==> src/rtl/instr_enc_pkg.sv <==
`default_nettype none
// ============================================================================
// Package : instr_enc_pkg
// Brief   : Request kinds, ALU op codes, opcodes and CSR numbers for the encoder
// Revision: 1.0
// ============================================================================
package instr_enc_pkg;

   typedef enum logic [2:0] {
      KIND_R        = 3'd0,
      KIND_I        = 3'd1,
      KIND_LUI      = 3'd2,
      KIND_CSRW_HEX = 3'd3,
      KIND_CSRR_SW  = 3'd4
   } req_kind_e;

   typedef enum logic [1:0] {
      ST_IDLE  = 2'd0,
      ST_LOAD  = 2'd1,
      ST_DRAIN = 2'd2,
      ST_FULL  = 2'd3
   } enc_state_e;

   // ALU op encoding shared with the core's control-field decoder
   localparam logic [3:0] c_alu_and   = 4'b0000;
   localparam logic [3:0] c_alu_or    = 4'b0001;
   localparam logic [3:0] c_alu_xor   = 4'b0010;
   localparam logic [3:0] c_alu_add   = 4'b0011;
   localparam logic [3:0] c_alu_sub   = 4'b0100;
   localparam logic [3:0] c_alu_mul   = 4'b0101;
   localparam logic [3:0] c_alu_mulh  = 4'b0110;
   localparam logic [3:0] c_alu_mulhu = 4'b0111;
   localparam logic [3:0] c_alu_sll   = 4'b1000;
   localparam logic [3:0] c_alu_srl   = 4'b1001;
   localparam logic [3:0] c_alu_sra   = 4'b1010;
   localparam logic [3:0] c_alu_slt   = 4'b1100;
   localparam logic [3:0] c_alu_sltu  = 4'b1101;

   localparam logic [6:0] c_op_r      = 7'h33;
   localparam logic [6:0] c_op_imm    = 7'h13;
   localparam logic [6:0] c_op_lui    = 7'h37;
   localparam logic [6:0] c_op_system = 7'h73;

   localparam logic [6:0] c_f7_base   = 7'h00;
   localparam logic [6:0] c_f7_muldiv = 7'h01;
   localparam logic [6:0] c_f7_alt    = 7'h20;
   localparam logic [2:0] c_f3_csrrw  = 3'b001;

   localparam logic [11:0] c_csr_sw   = 12'hF00;
   localparam logic [11:0] c_csr_hex  = 12'hF02;

endpackage
`default_nettype wire

==> src/rtl/instr_word_gen.sv <==
`default_nettype none
// ============================================================================
// Module  : instr_word_gen
// Brief   : Combinational field-level request to RV32 machine word encoder
// Revision: 1.0
// ============================================================================
module instr_word_gen
   import instr_enc_pkg::*;
(
   input  logic [2:0]  kind,
   input  logic [3:0]  aluop,
   input  logic [4:0]  rd,
   input  logic [4:0]  rs1,
   input  logic [4:0]  rs2,
   input  logic [19:0] imm,
   output logic [31:0] word,
   output logic        illegal
);

   logic [6:0]  w_f7;
   logic [2:0]  w_f3;
   logic [11:0] w_imm12;

   always_comb begin
      w_f7    = c_f7_base;
      w_f3    = 3'd0;
      w_imm12 = 12'h000;
      word    = 32'h0000_0000;
      illegal = 1'b0;
      case (kind)
         KIND_R: begin
            case (aluop)
               c_alu_add:   w_f3 = 3'd0;
               c_alu_sll:   w_f3 = 3'd1;
               c_alu_slt:   w_f3 = 3'd2;
               c_alu_sltu:  w_f3 = 3'd3;
               c_alu_xor:   w_f3 = 3'd4;
               c_alu_srl:   w_f3 = 3'd5;
               c_alu_or:    w_f3 = 3'd6;
               c_alu_and:   w_f3 = 3'd7;
               c_alu_mul:   begin w_f7 = c_f7_muldiv; w_f3 = 3'd0; end
               c_alu_mulh:  begin w_f7 = c_f7_muldiv; w_f3 = 3'd1; end
               c_alu_mulhu: begin w_f7 = c_f7_muldiv; w_f3 = 3'd3; end
               c_alu_sub:   begin w_f7 = c_f7_alt;    w_f3 = 3'd0; end
               c_alu_sra:   begin w_f7 = c_f7_alt;    w_f3 = 3'd5; end
               default:     illegal = 1'b1;
            endcase
            word = {w_f7, rs2, rs1, w_f3, rd, c_op_r};
         end
         KIND_I: begin
            // shift-immediates carry only a 5-bit shamt; upper bits select srl/sra
            case (aluop)
               c_alu_add: begin w_f3 = 3'd0; w_imm12 = imm[11:0]; end
               c_alu_xor: begin w_f3 = 3'd4; w_imm12 = imm[11:0]; end
               c_alu_or:  begin w_f3 = 3'd6; w_imm12 = imm[11:0]; end
               c_alu_and: begin w_f3 = 3'd7; w_imm12 = imm[11:0]; end
               c_alu_sll: begin w_f3 = 3'd1; w_imm12 = {c_f7_base, imm[4:0]}; end
               c_alu_srl: begin w_f3 = 3'd5; w_imm12 = {c_f7_base, imm[4:0]}; end
               c_alu_sra: begin w_f3 = 3'd5; w_imm12 = {c_f7_alt,  imm[4:0]}; end
               default:   illegal = 1'b1;
            endcase
            word = {w_imm12, rs1, w_f3, rd, c_op_imm};
         end
         KIND_LUI:      word = {imm, rd, c_op_lui};
         KIND_CSRW_HEX: word = {c_csr_hex, rs1, c_f3_csrrw, 5'd0, c_op_system};
         KIND_CSRR_SW:  word = {c_csr_sw, 5'd0, c_f3_csrrw, rd, c_op_system};
         default:       illegal = 1'b1;
      endcase
   end

endmodule
`default_nettype wire

==> src/rtl/instr_encoder.sv <==
`default_nettype none
// ============================================================================
// Module  : instr_encoder
// Brief   : Request-to-RV32 encoder feeding instruction memory via valid/ready
// Revision: 1.0
// ============================================================================
module instr_encoder
   import instr_enc_pkg::*;
#(
   parameter int DEPTH = 256,
   parameter int AW    = $clog2(DEPTH)
)(
   input  logic          clk,
   input  logic          rst_n,
   input  logic          start,
   input  logic          done,
   input  logic          req_valid,
   output logic          req_ready,
   input  logic [2:0]    req_kind,
   input  logic [3:0]    req_aluop,
   input  logic [4:0]    req_rd,
   input  logic [4:0]    req_rs1,
   input  logic [4:0]    req_rs2,
   input  logic [19:0]   req_imm,
   output logic          mem_valid,
   input  logic          mem_ready,
   output logic [AW-1:0] mem_addr,
   output logic [31:0]   mem_wdata,
   output logic          busy,
   output logic          full,
   output logic          err,
   output logic [7:0]    err_count
);

   localparam logic [AW-1:0] c_last_addr = AW'(DEPTH - 1);

   enc_state_e    r_state;
   logic          r_mem_valid;
   logic [AW-1:0] r_addr;
   logic [31:0]   r_wdata;
   logic          r_err;
   logic [7:0]    r_err_count;

   logic [31:0]   w_word;
   logic          w_illegal;
   logic          w_req_fire;
   logic          w_mem_fire;
   logic          w_last_fire;

   instr_word_gen u_word_gen (
      .kind    (req_kind),
      .aluop   (req_aluop),
      .rd      (req_rd),
      .rs1     (req_rs1),
      .rs2     (req_rs2),
      .imm     (req_imm),
      .word    (w_word),
      .illegal (w_illegal)
   );

   assign req_ready   = (r_state == ST_LOAD) && (!r_mem_valid || mem_ready);
   assign w_req_fire  = req_valid && req_ready;
   assign w_mem_fire  = r_mem_valid && mem_ready;
   assign w_last_fire = w_mem_fire && (r_addr == c_last_addr);

   always_ff @(posedge clk or negedge rst_n) begin
      if (!rst_n) begin
         r_state     <= ST_IDLE;
         r_mem_valid <= 1'b0;
         r_addr      <= '0;
         r_wdata     <= 32'h0000_0000;
         r_err       <= 1'b0;
         r_err_count <= 8'd0;
      end else if (start) begin
         r_state     <= ST_LOAD;
         r_mem_valid <= 1'b0;
         r_addr      <= '0;
         r_err       <= 1'b0;
         r_err_count <= 8'd0;
      end else begin
         if (w_mem_fire) begin
            r_addr <= r_addr + AW'(1);
         end
         if (w_req_fire && w_illegal) begin
            r_err <= 1'b1;
            if (r_err_count != 8'hFF) begin
               r_err_count <= r_err_count + 8'd1;
            end
         end
         case (r_state)
            ST_LOAD: begin
               // memory is full: anything accepted alongside the last word has nowhere to go
               if (w_last_fire) begin
                  r_state     <= ST_FULL;
                  r_mem_valid <= 1'b0;
               end else begin
                  if (w_req_fire && !w_illegal) begin
                     r_mem_valid <= 1'b1;
                     r_wdata     <= w_word;
                  end else if (w_mem_fire) begin
                     r_mem_valid <= 1'b0;
                  end
                  if (done) begin
                     r_state <= ST_DRAIN;
                  end
               end
            end
            ST_DRAIN: begin
               if (w_mem_fire) begin
                  r_mem_valid <= 1'b0;
               end
               if (!r_mem_valid || w_mem_fire) begin
                  r_state <= ST_IDLE;
               end
            end
            default: ;
         endcase
      end
   end

   assign mem_valid = r_mem_valid;
   assign mem_addr  = r_addr;
   assign mem_wdata = r_wdata;
   assign busy      = (r_state == ST_LOAD) || (r_state == ST_DRAIN);
   assign full      = (r_state == ST_FULL);
   assign err       = r_err;
   assign err_count = r_err_count;

endmodule
`default_nettype wire

==> config.mk <==
export PLATFORM = sky130hd
export DESIGN_NAME = instr_encoder
export DESIGN_NICKNAME = d
export VERILOG_FILES = /design/src/rtl/instr_enc_pkg.sv /design/src/rtl/instr_word_gen.sv /design/src/rtl/instr_encoder.sv
export SDC_FILE = /design/constraint.sdc
export NUM_CORES = 1
export LEC_CHECK = 0
export ABC_CLOCK_PERIOD_IN_PS = 1700
export CORE_AREA = 2 2 89 91
export CTS_BUF_LIST = sky130_fd_sc_hd__clkbuf_16
export CTS_CLUSTER_SIZE = 12
export DETAILED_ROUTE_END_ITERATION = 16
export DIE_AREA = 0 0 91 93
export GPL_TIMING_DRIVEN = 0
export PLACE_DENSITY = 0.74
export RECOVER_POWER = 50
export SYNTH_ARGS = -nofsm -noshare
export SYNTH_HDL_FRONTEND = slang
export SYNTH_HIERARCHICAL = 1
export SYNTH_SLANG_ARGS = --single-unit
==> constraint.sdc <==
create_clock -name clk -period 1.7 [get_ports clk]
set_input_delay 0.425 -clock clk [delete_from_list [all_inputs] [get_ports clk]]
set_output_delay 0.425 -clock clk [all_outputs]
set_load 0.01 [all_outputs]
==> impl_metrics.env <==
export IMPL_place_inst=488
export IMPL_cts_sinks=52
export IMPL_root_buffer="clkbuf_16"
export IMPL_grt_max_degree=40
export IMPL_hold_buffers=0
export IMPL_grt_ovfl_total=0
export IMPL_layout_common_cells="78 x clkdlybuf4s50_1, 46 x dfrtp_1, 33 x buf_4, 32 x mux2_4, 26 x nor2_1"
export IMPL_wl_um=9770
export IMPL_synthFlopType="dfrtp_1"
export IMPL_finalPower_mw=5.56
export IMPL_die_area_mm2=0.00846
export IMPL_wl_per_cell_um=18.2
export IMPL_layout_commonest_cell="clkdlybuf4s50_1"
export IMPL_synth_enable_flop_cells=0
export IMPL_slew_headroom_pct=53.7
export IMPL_rsz0062_at_grt="true"
export IMPL_fmax_mhz=474
export IMPL_setup_viol=43
export IMPL_post_dp_cell_area_mm2=0.00428
export IMPL_skew_ns=0.00592
export IMPL_drt_initial_drc_count=180
export IMPL_cap_viol_max_count=0
export IMPL_cts_max_level=2
export IMPL_hold_viol_final=0
export IMPL_vias_per_cell=5.43
export IMPL_ys_seq_elements=52
export IMPL_grt_pass1_wl_um=14900
export IMPL_vias=2908
export IMPL_yosysUniqueCellTypes=59
export IMPL_fin_setup_tns_ns=-13.56
export IMPL_layout_setup_ws_ns=-0.408
export IMPL_rrSetupSlack_ns=-0.31
export IMPL_dp_hpwl_um=6100
export IMPL_seq_area_frac_synth_pct=42.6
export IMPL_core_mm2=0.00753
export IMPL_power_leakage_nw=2.33
export IMPL_io_buffers=97
export IMPL_diodes=0
export IMPL_synthesis_area_mm2=0.00305
export IMPL_final_cells=536
export IMPL_ant_nets=0
export IMPL_io_pins=101
export IMPL_cts_tree="done"
export IMPL_status="finished with violations"
export IMPL_cts_buffer_depth=2
export IMPL_cts_buffers=5
export IMPL_num_rows=32
export IMPL_grt_usage_pct=22.1
export IMPL_synth_warnings=6
export IMPL_nNetsFinal=486
export IMPL_dr_pass1_iters=4
export IMPL_critPathKind="input pin to flop"
export IMPL_layout_drive_gt1_share_pct=32.7
export IMPL_syn_instance_count=288
export IMPL_drc=0
export IMPL_fillers=582
export IMPL_final_cell_area_mm2=0.00511
export IMPL_cp_end_kind="flop"
export IMPL_period_minus_slack_ns=2.11
export IMPL_fin_util_pct=67.8
export IMPL_critPathLaunchType="input pin"
export IMPL_grt_pass1_vias=2955
export IMPL_fp_dieW_um=91
export IMPL_violations="setup timing"
export IMPL_area_growth_pct=67.3
export IMPL_hold_class="input pin to async pin"
export IMPL_p_per_area_mw_per_mm2=1090
export IMPL_async_flop_share_pct=100
export IMPL_clk_pin_slew_ns=0.07
export IMPL_start_util_pct=40.5
export IMPL_die_h_um=93
export IMPL_cp_max_fo=5
export IMPL_fin_crit_sh_pct=124
export IMPL_syn_nets=341
export IMPL_clock_latency_ns=0.29
export IMPL_final_max_slew_viol_count=0
export IMPL_worst_pin_slew_ns=0.695
export IMPL_vdd_drop_max_uv=719
export IMPL_synth_avg_cell_area_um2=10.6
export IMPL_place_gp_congestion=0.899
export IMPL_cp_data_required_time_ns=1.88
export IMPL_cp_arrival_ns=2.29
export IMPL_antenna_found_initial=0
## metal layers
metal / vias up / GRT usage (%) / share of wire, %
met4: 0 / 5.30 / 2.0
li1: 1327 / - / -
met2: 109 / 39.1 / 52
met5: - / 0 / 0
met3: 17 / 3.71 / 4.7
met1: 1455 / 28.3 / 41
## final cells by class
type	count	area, µm²	share of cell area (%)
clock buffer	5	125	2.45
multi-input combinational	205	1840	35.9
tap	102	128	2.50
clock inverter	3	46.3	0.907
sequential	52	1310	25.6
inverter	11	43.8	0.858
timing repair buffer	141	1450	28.4
buffer	17	170	3.33
## Yosys cell counts (all sizes together) (4+ instances only)
cell type | n | area (µm²)
a21oi | 9 | 45.0
a31oi | 4 | 25.0
and2 | 9 | 56.3
buf | 15 | 116
clkbuf | 5 | 18.8
dfrtp | 52 | 1300
ha | 5 | 62.6
inv | 11 | 41.3
mux2 | 34 | 383
mux2i | 10 | 100
nand2 | 11 | 41.3
nand3 | 9 | 45.0
nand4 | 5 | 37.5
nor2 | 28 | 121
nor2b | 5 | 38.8
nor3 | 6 | 46.3
o21ai | 9 | 45.0
o2bb2ai | 5 | 43.8
or4 | 4 | 30.0
xor2 | 6 | 52.6
## where the power goes
group / internal (mW) / total (mW) / switching, mW / leakage, nW
Clock: 0.701 / 1.18 / 0.482 / 0.0804
Sequential: 1.60 / 1.83 / 0.229 / 0.677
Combinational: 1.60 / 2.55 / 0.950 / 1.57
Total: 3.90 / 5.56 / 1.66 / 2.33
## path summary, 6_finish.rpt
kind | from | endpoint | depth (start not counted)
min | rst_n | err_count[0] | 1
min reg2reg | mem_wdata[7] | mem_wdata[7] | 1
min in group clk | mem_wdata[7] | mem_wdata[7] | 1
max reg2reg | r_state[1] | mem_wdata[11] | 10
max in group asynchronous | rst_n | mem_valid | 2
max | req_aluop[0] | mem_wdata[11] | 11
## flip-flops by register name, summed over array words and instances (netlist names)
signal,flops
mem_wdata,32
err,1
mem_valid,1
mem_addr,8
r_state,2
err_count,8
## worst max-delay path, stage by stage
cell,delay (ns)
buf_12,0.11
nor2_4,0.11
nor3_2,0.05
o32a_1,0.36
nand2b_4,0.17
nor4b_4,0.28
buf_6,0.15
buf_12,0.11
buf_12,0.11
buf_8,0.12
mux2_4,0.30
## through the flow
step | setup slack, ns | hold slack, ns
final | -0.408 | 0.144
after CTS | -0.386 | 0.0311
after detailed placement | -1.27 | 0.342
after global placement | -1.42 | 0.476
after global routing | -0.442 | 0.196
after floorplan | -0.551 | 0.129
## repair_timing
item,in CTS,in global routing
setup buffers,28,13
resized for setup,96,27
gates cloned,3,0
pin swaps,11,7
endpoints found under the setup margin,64,58
## cells by family after synthesis
group                    Yosys count  share of synthesized area, %
AND/OR/NAND/NOR                   94                          18.6
flip-flops                        52                          42.6
AO/OA/AOI/OAI                     51                          12.1
multiplexers                      44                          15.8
buffers and inverters             31                          5.78
XOR/XNOR                           9                          2.58
adder cells (fa/ha/maj)            6                          2.38
other                              1                         0.123
Note: power is estimated with default switching activity, not from simulation.
==> RTL edit (same flow settings) <==
Encoding of `enc_state_e`: now one-hot (4 bits for 4 states).
--- a/src/rtl/instr_enc_pkg.sv
+++ b/src/rtl/instr_enc_pkg.sv
@@ -15,9 +15,9 @@
    } req_kind_e;
 
-   typedef enum logic [1:0] {
-      ST_IDLE  = 2'd0,
-      ST_LOAD  = 2'd1,
-      ST_DRAIN = 2'd2,
-      ST_FULL  = 2'd3
+   typedef enum logic [3:0] {
+      ST_IDLE  = 4'b0001,
+      ST_LOAD  = 4'b0010,
+      ST_DRAIN = 4'b0100,
+      ST_FULL  = 4'b1000
    } enc_state_e;
 
Check against the original RTL: same outputs for any inputs over 10 cycles, from zero or initial values and one cycle with rst_n low; not proved beyond that.
==> RTL edit against the unedited design <==
The run still ends with setup timing left; worst setup slack improved by 160 ps; routed wire length fell by 8.8%; core utilization fell by 0.75 points; non-clock buffer count rose by 2; sequential cell count rose by 2; die area did not move; total power fell by 28%; maximum frequency rose by 8.3%; design area fell by 1.1%; area after synthesis rose by 0.57%; largest cell class unchanged; largest power group is now sequential cells; highest routed layer unchanged.
==> RTL edit: results (changes against the unedited design) <==
synthesis:
  synth_commonest_cells: "dfrtp_1 (53), mux2_2 (31), nor2_1 (24)"
  synth_compound_area_share_pct: 12.35  # +0.26 points
  synth_adder_area_share_pct: 1.141  # -1.2 points
  netlist_area_um2: 3069  # +0.57%
  synth_top_cells_by_area: "dfrtp_1 (43%), mux2_2 (11%), mux2i_1 (3.6%)"
  synthMuxAreaShare_pct: 15.70  # -0.13 points
  synthCells: 284  # -1.4%
  synth-xor-area-share_pct: 2.854  # +0.27 points
  yosysSeqAreaShare_pct: 44.07  # +1.4 points
  syn-num-nets: 334  # -2.1%
  ys.warnings.count: 6  # unchanged
  yosysUniqueCellTypes: 62  # +5.1%
global_routing:
  met3_usage_pct: 3.787  # +0.081 points
  grt_util_met2_pct: 37.10  # -2.0 points
  grt_pass1_vias: 2839  # -3.9%
  track_usage_pct: 20.45  # -1.7 points
  grt_max_degree: 29  # -28%
  met1_usage_pct: 25.16  # -3.1 points
  grt_first_pass_wirelength_mm: 14.05  # -5.7%
pwr:
  swShare_pct: 27.20  # -2.6 points
  vdd_drop_max_uv: 378.3  # -47%
  comb_power_share_pct: 35.1  # -11 points
  pg_seq_mw: 1.65  # -9.8%
  p_comb_mw: 1.41  # -45%
  p_leak_nw: 2.385  # +2.3%
timing:
  slew_headroom_pct: 52.43  # -1.3 points
  setup_tns_ps: -8277  # +5278 ps
  fin_skew_ps: 6.433  # +0.5128 ps
  setup_ws_ps: -246.0  # +161.9 ps
  setup_viol: 52  # +21%
placed_design:
  gp_congestion: 0.8289  # -7.8%
  dp_hpwl_mm: 5.935  # -2.7%
  placed_area_um2: 4253  # -0.73%
  pre_cts_slack_ps: -1239  # +30.21 ps
drt:
  num_vias: 2804  # -3.6%
  routed_wl_mm: 8.918  # -8.8%
  drt_iter0_drc: 84  # -53%
  routed-wl-met3_um: 503  # +8.9%
  routed.top_layer: "met4"
  wl_met2_mm: 4.615  # -9.1%
  m1WireLength_mm: 3.718  # -7.8%
  routed_via_density: 5.251  # -3.2%
finish:
  drive_above_1_share_pct: 35.19  # +2.5 points
  buffers: 160  # +1.3%
  fill_cells: 585  # +0.52%
  n_all_inverters: 8  # -3
  seq_area_um2: 1360  # +3.9%
  bufAreaShareNonClock_pct: 31.94  # +0.23 points
  fin_nets: 481  # -1.0%
  multi_input_area_share_pct: 35.31  # -0.64 points
  multi_input_gates: 202  # -1.5%
  multi_input_area_um2: 1783  # -2.9%
  clock_area_share_pct: 2.701  # -0.66 points
run_status:
  run_status: "finished, violations left"
  violations: "setup timing"
clock_tree:
  cts.sinks: 54  # +3.8%
  clk_latency_ps: 290  # about the same
setup_path:
  cpPeakStageDelay_ps: 380  # +20 ps
  critical_path_arrival_ps: 2120  # -170 ps
  crit_slowest_cell: "o32a_1"
## RTL edit: changes by cell type after synthesis, moves of 3 or more
cell,before,now
inv_1,11,8
nor3_1,4,7
ha_1,5,2
and4_1,0,3
nor2_1,27,24
## RTL edit: what timing repair did
item,in CTS,in global routing
buffers inserted,28,15
pin swaps,12,11
gates resized for setup,72,49
gates cloned,3,1
endpoints found under the setup margin,61,62
## RTL edit: path summary, 6_finish.rpt
kind	startpoint	endpoint	slack [ps]	cells past startpoint
worst max-delay path	req_aluop[0]	mem_wdata[14]$_DFFE_PN0P_	-250	9
worst min-delay path	rst_n	mem_wdata[22]$_DFFE_PN0P_	160	1
worst max register to register	r_state[2]$_DFFE_PN0P_	mem_wdata[14]$_DFFE_PN0P_	-210	7
worst min register to register	mem_wdata[24]$_DFFE_PN0P_	mem_wdata[24]$_DFFE_PN0P_	500	1
max in group asynchronous	rst_n	r_state[3]$_DFFE_PN0P_	360	2
min in group clk	mem_wdata[24]$_DFFE_PN0P_	mem_wdata[24]$_DFFE_PN0P_	500	1
